## config.mk

```make
export PLATFORM = sky130hd
export DESIGN_NAME = phase_sequencer_flat
export DESIGN_NICKNAME = d
export VERILOG_FILES = /design/src/rtl/phase_sequencer_pkg.sv /design/src/rtl/phase_sequencer_if.sv /design/src/rtl/phase_sequencer_elim_range_gen.sv /design/src/rtl/phase_sequencer.sv /design/src/flat_wrapper.sv
export SDC_FILE = /design/constraint.sdc
export NUM_CORES = 1
export LEC_CHECK = 0
export ABC_AREA = 1
export CORE_MARGIN = 1
export CORE_UTILIZATION = 55
export CTS_CLUSTER_DIAMETER = 30
export CTS_CLUSTER_SIZE = 25
export DETAILED_ROUTE_END_ITERATION = 7
export PLACE_DENSITY_LB_ADDON = 0.3
export SYNTH_ARGS = -nofsm -noshare
export SYNTH_HDL_FRONTEND = slang
export SYNTH_SLANG_ARGS = --single-unit
```

## constraint.sdc

```tcl
create_clock -name clk -period 15.95 [get_ports clk]
set_input_delay 4.785 -clock clk [delete_from_list [all_inputs] [get_ports clk]]
set_output_delay 4.785 -clock clk [all_outputs]
set_load 0.02 [all_outputs]
```

## src/rtl/phase_sequencer_pkg.sv

```systemverilog
// Shared definitions for the systemizer phase sequencer: state encoding and
// derived-width helpers used by the interface, the top and the range generator.
package phase_sequencer_pkg;

    typedef enum logic [2:0] {
        S_IDLE,
        S_PIV_ISSUE,
        S_PIV_WAIT,
        S_ELIM_ISSUE,
        S_ELIM_WAIT,
        S_DRAIN,
        S_REDO,
        S_FINISH
    } seq_state_e;

    // Never return 0 so a degenerate parameter set still yields a legal vector.
    function automatic int unsigned clog2_min1(input int unsigned v);
        return (v <= 1) ? 1 : $clog2(v);
    endfunction

    function automatic int unsigned blk_w(input int unsigned n, input int unsigned l,
                                          input int unsigned k);
        return clog2_min1(l * k / n + 1);
    endfunction

    function automatic int unsigned ph_w(input int unsigned n, input int unsigned l);
        return clog2_min1(l / n + 1);
    endfunction

    function automatic int unsigned rt_w(input int unsigned max_retry);
        return clog2_min1(max_retry + 1);
    endfunction

    function automatic int unsigned rows_w(input int unsigned l);
        return $clog2(l) + 1;
    endfunction

endpackage

```

## src/rtl/phase_sequencer_if.sv

```systemverilog
// Host and phase-engine handshake bundle of the phase sequencer.
// master = the sequencer itself, slave = host/engine side.
interface phase_sequencer_if
    import phase_sequencer_pkg::*;
#(
    parameter int unsigned N         = 4,
    parameter int unsigned L         = 12,
    parameter int unsigned K         = 24,
    parameter int unsigned MAX_RETRY = 3
);
    localparam int unsigned BLK_W = blk_w(N, L, K);
    localparam int unsigned PH_W  = ph_w(N, L);
    localparam int unsigned RT_W  = rt_w(MAX_RETRY);
    localparam int unsigned ROW_W = rows_w(L);

    logic             start;
    logic             abort;
    logic             done;
    logic             success;
    logic [RT_W-1:0]  retry_cnt;
    logic             redo_req;
    logic             redo_ack;
    logic             ph_start;
    logic             ph_pivot;
    logic [PH_W-1:0]  ph_phase;
    logic [BLK_W-1:0] ph_start_block;
    logic [BLK_W-1:0] ph_end_block;
    logic [ROW_W-1:0] ph_rows;
    logic             ph_done;
    logic             ph_fail;

    modport master (
        input  start, abort, redo_ack, ph_done, ph_fail,
        output done, success, retry_cnt, redo_req,
               ph_start, ph_pivot, ph_phase, ph_start_block, ph_end_block, ph_rows
    );

    modport slave (
        output start, abort, redo_ack, ph_done, ph_fail,
        input  done, success, retry_cnt, redo_req,
               ph_start, ph_pivot, ph_phase, ph_start_block, ph_end_block, ph_rows
    );

endinterface

```

## src/rtl/phase_sequencer_elim_range_gen.sv

```systemverilog
// Word range of one elimination step: column blocks c .. c+ELIM_SPAN-1 with
// c = p+1+chunk*ELIM_SPAN, clipped to the last column block of the matrix.
module elim_range_gen
    import phase_sequencer_pkg::*;
#(
    parameter int unsigned N         = 4,
    parameter int unsigned L         = 12,
    parameter int unsigned K         = 24,
    parameter int unsigned ELIM_SPAN = 6,
    localparam int unsigned BLK_W    = blk_w(N, L, K),
    localparam int unsigned PH_W     = ph_w(N, L)
) (
    input  logic [PH_W-1:0]  i_p,
    input  logic [BLK_W-1:0] i_chunk,
    output logic [BLK_W-1:0] o_start_block,
    output logic [BLK_W-1:0] o_end_block,
    output logic             o_last,
    output logic             o_none
);
    localparam int unsigned NB = K / N;

    logic [31:0] w_c;
    logic [31:0] w_c_lo;
    logic [31:0] w_c_hi;

    // NOTE: every variable gets a value before any branch, so no latch is inferred.
    always_comb begin
        w_c    = 32'(i_p) + 32'd1 + 32'(i_chunk) * ELIM_SPAN;
        w_c_lo = (w_c > NB) ? NB : w_c;
        w_c_hi = (w_c + ELIM_SPAN > NB) ? NB : w_c + ELIM_SPAN;

        o_start_block = BLK_W'(w_c_lo * L);
        o_end_block   = BLK_W'(w_c_hi * L - 32'd1);
        o_last        = (w_c + ELIM_SPAN >= NB);
        o_none        = (32'(i_p) + 32'd1 >= NB);
    end

endmodule

```

## src/rtl/phase_sequencer.sv

```systemverilog
// Phase sequencer: drives a phase engine through pivot/elimination steps of a
// matrix systemization, with bounded redo on pivot failure and host abort.
module phase_sequencer
    import phase_sequencer_pkg::*;
#(
    parameter int unsigned N         = 4,
    parameter int unsigned L         = 12,
    parameter int unsigned K         = 24,
    parameter int unsigned ELIM_SPAN = 6,
    parameter int unsigned MAX_RETRY = 3
) (
    input  logic              clk,
    input  logic              rst,
    phase_sequencer_if.master bus
);
    localparam int unsigned BLK_W  = blk_w(N, L, K);
    localparam int unsigned PH_W   = ph_w(N, L);
    localparam int unsigned RT_W   = rt_w(MAX_RETRY);
    localparam int unsigned ROW_W  = rows_w(L);
    localparam int unsigned LAST_P = L / N - 1;

    seq_state_e       r_state, w_state_nxt;
    logic [PH_W-1:0]  r_p, w_p_nxt;
    logic [BLK_W-1:0] r_chunk, w_chunk_nxt;
    logic [RT_W-1:0]  r_retry, w_retry_nxt;
    logic             r_success, w_success_nxt;
    logic             r_fail, w_fail_nxt;
    logic             r_abort, w_abort_nxt;

    logic [BLK_W-1:0] w_elim_start, w_elim_end;
    logic             w_elim_last, w_elim_none;
    logic             w_abort_any, w_phase_end;
    logic [BLK_W-1:0] w_start_block, w_end_block;

    elim_range_gen #(
        .N(N), .L(L), .K(K), .ELIM_SPAN(ELIM_SPAN)
    ) u_range (
        .i_p           (r_p),
        .i_chunk       (r_chunk),
        .o_start_block (w_elim_start),
        .o_end_block   (w_elim_end),
        .o_last        (w_elim_last),
        .o_none        (w_elim_none)
    );

    // NOTE: non-blocking assignments so every register samples pre-edge values.
    always_ff @(posedge clk or negedge rst) begin
        if (!rst) begin
            r_state   <= S_IDLE;
            r_p       <= '0;
            r_chunk   <= '0;
            r_retry   <= '0;
            r_success <= 1'b0;
            r_fail    <= 1'b0;
            r_abort   <= 1'b0;
        end else begin
            r_state   <= w_state_nxt;
            r_p       <= w_p_nxt;
            r_chunk   <= w_chunk_nxt;
            r_retry   <= w_retry_nxt;
            r_success <= w_success_nxt;
            r_fail    <= w_fail_nxt;
            r_abort   <= w_abort_nxt;
        end
    end

    always_comb begin
        w_state_nxt   = r_state;
        w_p_nxt       = r_p;
        w_chunk_nxt   = r_chunk;
        w_retry_nxt   = r_retry;
        w_success_nxt = r_success;
        w_fail_nxt    = r_fail;
        w_abort_nxt   = r_abort;
        w_phase_end   = 1'b0;
        w_abort_any   = r_abort | bus.abort;

        unique case (r_state)
            S_IDLE: begin
                if (bus.start) begin
                    w_state_nxt   = S_PIV_ISSUE;
                    w_p_nxt       = '0;
                    w_retry_nxt   = '0;
                    w_success_nxt = 1'b0;
                    w_fail_nxt    = 1'b0;
                    w_abort_nxt   = 1'b0;
                end
            end
            // An abort during issue still has a ph_done outstanding; remember it.
            S_PIV_ISSUE: begin
                w_state_nxt = S_PIV_WAIT;
                w_abort_nxt = w_abort_any;
            end
            S_PIV_WAIT: begin
                w_abort_nxt = w_abort_any;
                w_fail_nxt  = r_fail | bus.ph_fail;
                if (bus.ph_done) begin
                    if (w_abort_any) begin
                        w_state_nxt = S_FINISH;
                    end else if (w_fail_nxt) begin
                        w_state_nxt = S_DRAIN;
                    end else if (w_elim_none) begin
                        w_phase_end = 1'b1;
                    end else begin
                        w_state_nxt = S_ELIM_ISSUE;
                        w_chunk_nxt = '0;
                    end
                end
            end
            S_ELIM_ISSUE: begin
                w_state_nxt = S_ELIM_WAIT;
                w_abort_nxt = w_abort_any;
            end
            S_ELIM_WAIT: begin
                w_abort_nxt = w_abort_any;
                if (bus.ph_done) begin
                    if (w_abort_any) begin
                        w_state_nxt = S_FINISH;
                    end else if (w_elim_last) begin
                        w_phase_end = 1'b1;
                    end else begin
                        w_state_nxt = S_ELIM_ISSUE;
                        w_chunk_nxt = r_chunk + BLK_W'(1);
                    end
                end
            end
            S_DRAIN: begin
                if (w_abort_any || r_retry == RT_W'(MAX_RETRY)) w_state_nxt = S_FINISH;
                else                                             w_state_nxt = S_REDO;
            end
            S_REDO: begin
                if (w_abort_any) begin
                    w_state_nxt = S_FINISH;
                end else if (bus.redo_ack) begin
                    w_state_nxt = S_PIV_ISSUE;
                    w_retry_nxt = r_retry + RT_W'(1);
                    w_p_nxt     = '0;
                    w_fail_nxt  = 1'b0;
                end
            end
            S_FINISH: w_state_nxt = S_IDLE;
            default:  w_state_nxt = S_IDLE;
        endcase

        if (w_phase_end) begin
            if (r_p == PH_W'(LAST_P)) begin
                w_state_nxt   = S_FINISH;
                w_success_nxt = 1'b1;
            end else begin
                w_state_nxt = S_PIV_ISSUE;
                w_p_nxt     = r_p + PH_W'(1);
            end
        end
    end

    // Ranges are only meaningful while a step is issued or outstanding.
    always_comb begin
        w_start_block = '0;
        w_end_block   = '0;
        if (r_state == S_PIV_ISSUE || r_state == S_PIV_WAIT) begin
            w_start_block = BLK_W'(r_p) * BLK_W'(L);
            w_end_block   = BLK_W'(r_p) * BLK_W'(L) + BLK_W'(L - 1);
        end else if (r_state == S_ELIM_ISSUE || r_state == S_ELIM_WAIT) begin
            w_start_block = w_elim_start;
            w_end_block   = w_elim_end;
        end
    end

    assign bus.ph_start       = (r_state == S_PIV_ISSUE) || (r_state == S_ELIM_ISSUE);
    assign bus.ph_pivot       = (r_state == S_PIV_ISSUE) || (r_state == S_PIV_WAIT);
    assign bus.done           = (r_state == S_FINISH);
    assign bus.redo_req       = (r_state == S_REDO);
    assign bus.success        = r_success;
    assign bus.retry_cnt      = r_retry;
    assign bus.ph_phase       = r_p;
    assign bus.ph_start_block = w_start_block;
    assign bus.ph_end_block   = w_end_block;
    assign bus.ph_rows        = ROW_W'(L) - ROW_W'(r_p) * ROW_W'(N);

endmodule
```

## src/flat_wrapper.sv

```systemverilog
// flat-port wrapper written by rule: the top's interface ports become plain ports
module phase_sequencer_flat import phase_sequencer_pkg::*;
#(
    parameter int unsigned N         = 4,
    parameter int unsigned L         = 12,
    parameter int unsigned K         = 24,
    parameter int unsigned ELIM_SPAN = 6,
    parameter int unsigned MAX_RETRY = 3
)
  (clk, rst, bus_start, bus_abort, bus_redo_ack, bus_ph_done, bus_ph_fail, bus_done, bus_success, bus_retry_cnt, bus_redo_req, bus_ph_start, bus_ph_pivot, bus_ph_phase, bus_ph_start_block, bus_ph_end_block, bus_ph_rows);
  phase_sequencer_if #(.N(N), .L(L), .K(K), .MAX_RETRY(MAX_RETRY)) bus_i ();
  input  logic clk;
  input  logic rst;
  input wire logic [$bits(bus_i.start)-1:0] bus_start;
  input wire logic [$bits(bus_i.abort)-1:0] bus_abort;
  input wire logic [$bits(bus_i.redo_ack)-1:0] bus_redo_ack;
  input wire logic [$bits(bus_i.ph_done)-1:0] bus_ph_done;
  input wire logic [$bits(bus_i.ph_fail)-1:0] bus_ph_fail;
  output wire logic [$bits(bus_i.done)-1:0] bus_done;
  output wire logic [$bits(bus_i.success)-1:0] bus_success;
  output wire logic [$bits(bus_i.retry_cnt)-1:0] bus_retry_cnt;
  output wire logic [$bits(bus_i.redo_req)-1:0] bus_redo_req;
  output wire logic [$bits(bus_i.ph_start)-1:0] bus_ph_start;
  output wire logic [$bits(bus_i.ph_pivot)-1:0] bus_ph_pivot;
  output wire logic [$bits(bus_i.ph_phase)-1:0] bus_ph_phase;
  output wire logic [$bits(bus_i.ph_start_block)-1:0] bus_ph_start_block;
  output wire logic [$bits(bus_i.ph_end_block)-1:0] bus_ph_end_block;
  output wire logic [$bits(bus_i.ph_rows)-1:0] bus_ph_rows;
  assign bus_i.start = bus_start;
  assign bus_i.abort = bus_abort;
  assign bus_i.redo_ack = bus_redo_ack;
  assign bus_i.ph_done = bus_ph_done;
  assign bus_i.ph_fail = bus_ph_fail;
  assign bus_done = bus_i.done;
  assign bus_success = bus_i.success;
  assign bus_retry_cnt = bus_i.retry_cnt;
  assign bus_redo_req = bus_i.redo_req;
  assign bus_ph_start = bus_i.ph_start;
  assign bus_ph_pivot = bus_i.ph_pivot;
  assign bus_ph_phase = bus_i.ph_phase;
  assign bus_ph_start_block = bus_i.ph_start_block;
  assign bus_ph_end_block = bus_i.ph_end_block;
  assign bus_ph_rows = bus_i.ph_rows;
  phase_sequencer #(.N(N), .L(L), .K(K), .ELIM_SPAN(ELIM_SPAN), .MAX_RETRY(MAX_RETRY)) u_core (.clk(clk), .rst(rst), .bus(bus_i));
endmodule
```

---- After elaboration in Yosys (flattened, before gate mapping) ----
Cells that the tools add are included.
word-level totals
  register bits after elaboration ......... 17
  output and inout bits ................... 28
  word-level logic and storage cells ...... 121
operators by class
  add/sub/neg operators ................... 9
  multipliers ............................. 4
  $lt $le $gt $ge ......................... 4
  equal/unequal tests ..................... 25
  multiplexer cells ....................... 55
  bitwise operators ....................... 2
  reductions and logical operators ........ 15
operator list
  kind                   number
  $mux 7                 11
  $gt 32x3->1 const B    2
  $mul 32x2->5 const B   2
  $mux 32                2
  $mux 3                 12
  $add 32x10->32         1
  $add 32x3->32 const B  1
  $ge 32x3->1 const B    1
  $pmux 3 s8             1
  $ne 2x2->1 const B     10
  $mux 2                 8
  $mux 1                 15
  $pmux 7 s2             1
  $eq 3x3->1 const B     4
  $mul 7x2->9 const B    1
  $ne 3x2->1 const B     3
  $ne 4x2->1 const B     2
  $pmux 2 s2             2
  $reduce_and 4->1       2
  $reduce_and 8->1       1
  $add 6x4->7 const B    1
  $add 7x1->7 const B    1
  $sub 7x1->7 const B    1
  $eq 3x2->1 const B     2
  18 further kinds       27

---- Logic depth before layout (Yosys ltp) ----
  depth after elaboration ................. 10
  depth in mapped cells ................... 30
  gate-level depth less buffers ........... 30

---- Cells and area by module ----
From an unflattened synthesis, not the netlist that was laid out.
second synthesis, totals
  cell total of the unflattened synthesis .. 438
  area, all modules ....................... 2697.6 µm²
modules (own cells, without submodules)
  module           times used  cells an instance  area each (µm²)  sequential area each (µm²)
  elim_range_gen   1           240                1376.3           0.0
  phase_sequencer  1           198                1321.3           425.4

---- Worst setup path before layout ----
OpenSTA, ideal clock, no wires.
  kind .................................... register -> output
  start ................................... register u_core.r_p[0] (netlist: u_core.bus.ph_phase[0])
  end ..................................... output port bus_ph_end_block[5]
  arrival time ............................ 4.644 ns
  data required time ...................... 11.165 ns
  setup slack ............................. 6.521 ns
  cell stages (with the launch flop) ...... 28
  path through ............................ dfrtp_1 -> inv_1 -> ha_1 -> inv_1 -> ha_1 -> inv_1 -> fa_1 -> inv_1 -> nand2_1 -> nor2_2 -> nand3_2 -> nor2_2 -> nand2_1 -> nand2_2 -> nand2_1 -> nand2_1 -> nand4_1 -> nor2_4 -> o21a_1 -> nand2_1 -> ha_1 -> inv_1 -> fa_1 -> inv_1 -> nor2_1 -> nand3_1 -> nand2_1 -> o21ai_0
between the ends
  cells in the longest elaborated chain, start to end .. 9
  elaborated cells on any way between the ends .. 11
ends and longest elaborated chain
  element                 RTL line                              source
  start, declared         phase_sequencer.sv:23                 logic [PH_W-1:0] r_p, w_p_nxt;
  start signal, assigned  phase_sequencer.sv:58                 r_p <= w_p_nxt;
  $add 2x1->3             phase_sequencer_elim_range_gen.sv:28  w_c = 32'(i_p) + 32'd1 + 32'(i_chunk) * ELIM_SPAN;
  $add 32x10->32          phase_sequencer_elim_range_gen.sv:28
  $add 32x3->32           phase_sequencer_elim_range_gen.sv:30  w_c_hi = (w_c + ELIM_SPAN > NB) ? NB : w_c + ELIM_SPAN;
  $gt 32x3->1             phase_sequencer_elim_range_gen.sv:30
  $mux 32                 phase_sequencer_elim_range_gen.sv:30
  $mul 32x2->5            phase_sequencer_elim_range_gen.sv:33  o_end_block = BLK_W'(w_c_hi * L - 32'd1);
  $sub 7x1->7             phase_sequencer_elim_range_gen.sv:33
  $mux 7                  phase_sequencer.sv:163                end else if (r_state == S_ELIM_ISSUE || r_state == S_ELIM_WAIT) begin
  $mux 7 *                phase_sequencer.sv:160                if (r_state == S_PIV_ISSUE || r_state == S_PIV_WAIT) begin
  end, declared           flat_wrapper.sv:27                    output wire logic [$bits(bus_i.ph_end_block)-1:0] bus_ph_end_block;
Every way passes the cells marked *; elsewhere a longest branch is shown, timed or not.

---- Worst setup path after layout ----
  start ................................... register u_core.r_p[0] (netlist: u_core.bus.ph_phase[0])
  end ..................................... output port bus_ph_end_block[6]
Same word-level chain as after synthesis.

==> flow_summary.json <==
{
  "power.density_nw_per_um2": 200.2,
  "die_area_sq_um": 4864,
  "area_growth_pct": 15.02,
  "crit_path_start_kind": "flip-flop",
  "drive_above_1_share_pct": 8.545,
  "drt_wl_total_mm": 5.635,
  "grt_setup_unrepaired": "false",
  "cts_root_buffer": "clkbuf_8",
  "postCtsHoldBufs": 0,
  "first_global_vias": 2393,
  "finalWeightedCongestion": 0.8988,
  "hold_viol": 0,
  "maxSlewHeadroom_pct": 46.41,
  "cts_buffer_depth": 2,
  "drtIter0Drc": 141,
  "ys_warn_count": 0,
  "fmax_mhz": 97.33,
  "clock_skew_ps": 7.985,
  "grt.total_usage_pct": 24.55,
  "path_class": "reg2out",
  "cts_tree": "built",
  "ys_seq_elements": 17,
  "grt_max_degree": 18,
  "p_leak_nw": 1.495,
  "initial_core_util_pct": 57.56,
  "dp_hpwl_mm": 4.591,
  "cts_max_level": 1,
  "period_share_pct": 64.42,
  "ant_nets": 0,
  "cts_sinks": 17,
  "min_path_type": "reg2reg",
  "top_layer_used": "met4",
  "gr-total-overflow": 0,
  "path_clk_slew_ps": 80,
  "drv_cap": 0,
  "avgRoutedWirePerCell_microns": 11.62,
  "synth_area_per_cell_sq_um": 6.309,
  "first_pass_iters": 5,
  "worstMarginPinSlew_ps": 801.4,
  "grt_pass1_wl_mm": 10.01,
  "vias": 2527,
  "finalCriticalPeriod_ps": 10270,
  "antenna_found_initial": 0,
  "drc": 0,
  "post-cts-setup-buffers": 0,
  "die-width_microns": 69.74,
  "antennaDiodeCount": 0,
  "fin_nets": 469,
  "hold_ws_ps": 519.5,
  "synth_flop_cell": "dfrtp_1",
  "post_cts_resized": 0,
  "fin_setup_tns_ps": 0,
  "synth_enable_flop_cells": 0,
  "seq_area_frac_synth_pct": 16.86,
  "final_max_slew_viol_count": 0,
  "status": "finished clean",
  "ioPinCount": 35,
  "cts_buffers": 3,
  "die_y_microns": 69.74,
  "dr_wl_met3_microns": 175,
  "synthArstFlopShare_pct": 100.0,
  "clk_latency_ps": 260,
  "n_fill_cell": 401,
  "rows": 24,
  "ys_types": 39,
  "required_ps": 11170,
  "cp.arrival_ps": 5490,
  "port_buffers": 29,
  "setup_viol": 0,
  "peakVddDrop_v": 0.00008639,
  "wl_met1_mm": 2.732,
  "end_kind": "output pin",
  "syn-cell-area_sq_um": 2524,
  "wl_met2_mm": 2.680,
  "viasPerCell": 5.210,
  "postSynthCellCount": 400,
  "path_max_fanout": 8,
  "core_sq_um": 4384
}
[layout by cell type, fill, tap and decap left out, types with 2 or more instances in the layout]
cell and count:
a21oi_1 9, clkbuf_8 3, clkdlybuf4s50_1 29, conb_1 7
dfrtp_1 17, fa_1 4, ha_1 24, inv_1 61
inv_2 4, nand2_1 106, nand2_2 9, nand3_1 30
nand3_2 4, nand4_1 15, nor2_1 49, nor2_2 5
nor2_4 3, nor3_1 9, o21a_1 2, o21ai_0 11
o21ai_1 3, o22ai_1 3, o41ai_1 2, xnor2_1 3
xor2_1 5
[cell type report]
class	count	area, sq um	share of cell area, %
multi-input cells	317	1828	62.97
flip-flops and latches	17	425.4	14.66
repair buffers	29	290.3	10.00
inverters	66	247.7	8.535
well taps	52	65.06	2.241
clock buffers	3	41.29	1.422
clock inverters	1	5.005	0.1724
[per-layer routing]
metal	track usage, %	up-vias
met5	0	-
met4	5.556	0
met3	2.907	7
met2	42.93	48
met1	32.39	1125
li1	-	1347
[cells in the mapped netlist (all sizes together) (5+ instances only)]
library cell	instances	area, sq um
nand2	116	465.4
inv	65	244.0
nor2	57	249.0
nand3	35	207.7
ha	24	300.3
dfrtp	17	425.4
nand4	15	93.84
o21ai	15	78.82
a21oi	10	61.31
nor3	9	45.04
buf	6	45.04
xor2	5	43.79
[cells by family after synthesis]
kind of cell    Yosys count  synth area share [%]
xor+xnor                  9                 3.421
other cells               1                0.1486
flops                    17                 16.86
buf+inv                  72                 11.60
fa+ha+maj                28                 15.07
simple gates            235                 43.23
compound gates           38                 9.668
[worst paths after layout]
check	depth (start not counted)	endpoint	start	slack, ps
max	27	bus_ph_end_block[6]	u_core.bus.ph_phase[0]$_DFF_PN0_	5680
max reg2reg	24	u_core.r_state[2]$_DFFE_PN0P_	u_core.bus.ph_phase[0]$_DFF_PN0_	12120
min in group asynchronous	1	u_core.r_state[2]$_DFFE_PN0P_	rst	4980
min	2	u_core.bus.retry_cnt[1]$_DFFE_PN0P_	u_core.bus.retry_cnt[1]$_DFFE_PN0P_	520
max in group asynchronous	1	u_core.r_chunk[5]$_DFFE_PN0P_	rst	10460
min reg2reg	2	u_core.bus.retry_cnt[1]$_DFFE_PN0P_	u_core.bus.retry_cnt[1]$_DFFE_PN0P_	520
[stage by stage]
stage | area, sq um | total power, mW | std cells | setup WS, ps | util [%]
final | 2903 | 0.5811 | 485 | 5675 | 66.21
after global placement | 2856 | 0.5277 | 481 | 6104 | 65.15
after floorplan | 2546 | 0.4029 | 406 | 6521 | -
after detailed placement | 2856 | 0.5453 | 481 | 5945 | 65.15
after global routing | 2903 | 0.6464 | 485 | 5163 | 66.21
after CTS | 2903 | 0.5831 | 485 | 5639 | 66.21
[sequential cells by signal, summed over array words and instances (netlist names)]
register,count
u_core.bus.ph_phase,2
u_core.r_fail,1
u_core.bus.success,1
u_core.r_chunk,7
u_core.r_abort,1
u_core.r_state,3
u_core.bus.retry_cnt,2
[power by group]
group	switching, mW	internal [mW]	total (mW)
Combinational	0.289	0.190	0.479
Clock	0.0167	0.0174	0.0341
Sequential	0.0139	0.0546	0.0685
Total	0.319	0.262	0.581
[critical path: stages, from the launching register on]
cell	delay [ps]
dfrtp_1	480
inv_1	160
ha_1	340
inv_1	110
ha_1	200
inv_1	70
fa_1	470
xnor2_2	260
o21ai_1	150
nor2_1	140
nand3_1	100
inv_1	80
nand2_1	70
nor2_1	90
nand2_1	70
nand2_1	90
inv_2	50
nor2_4	140
nand3_1	180
inv_1	120
ha_1	140
inv_1	60
fa_1	500
inv_1	70
nor3_1	220
xnor2_1	100
o22ai_1	130
clkdlybuf4s50_1	630
Note: power is estimated with default switching activity, not from simulation.
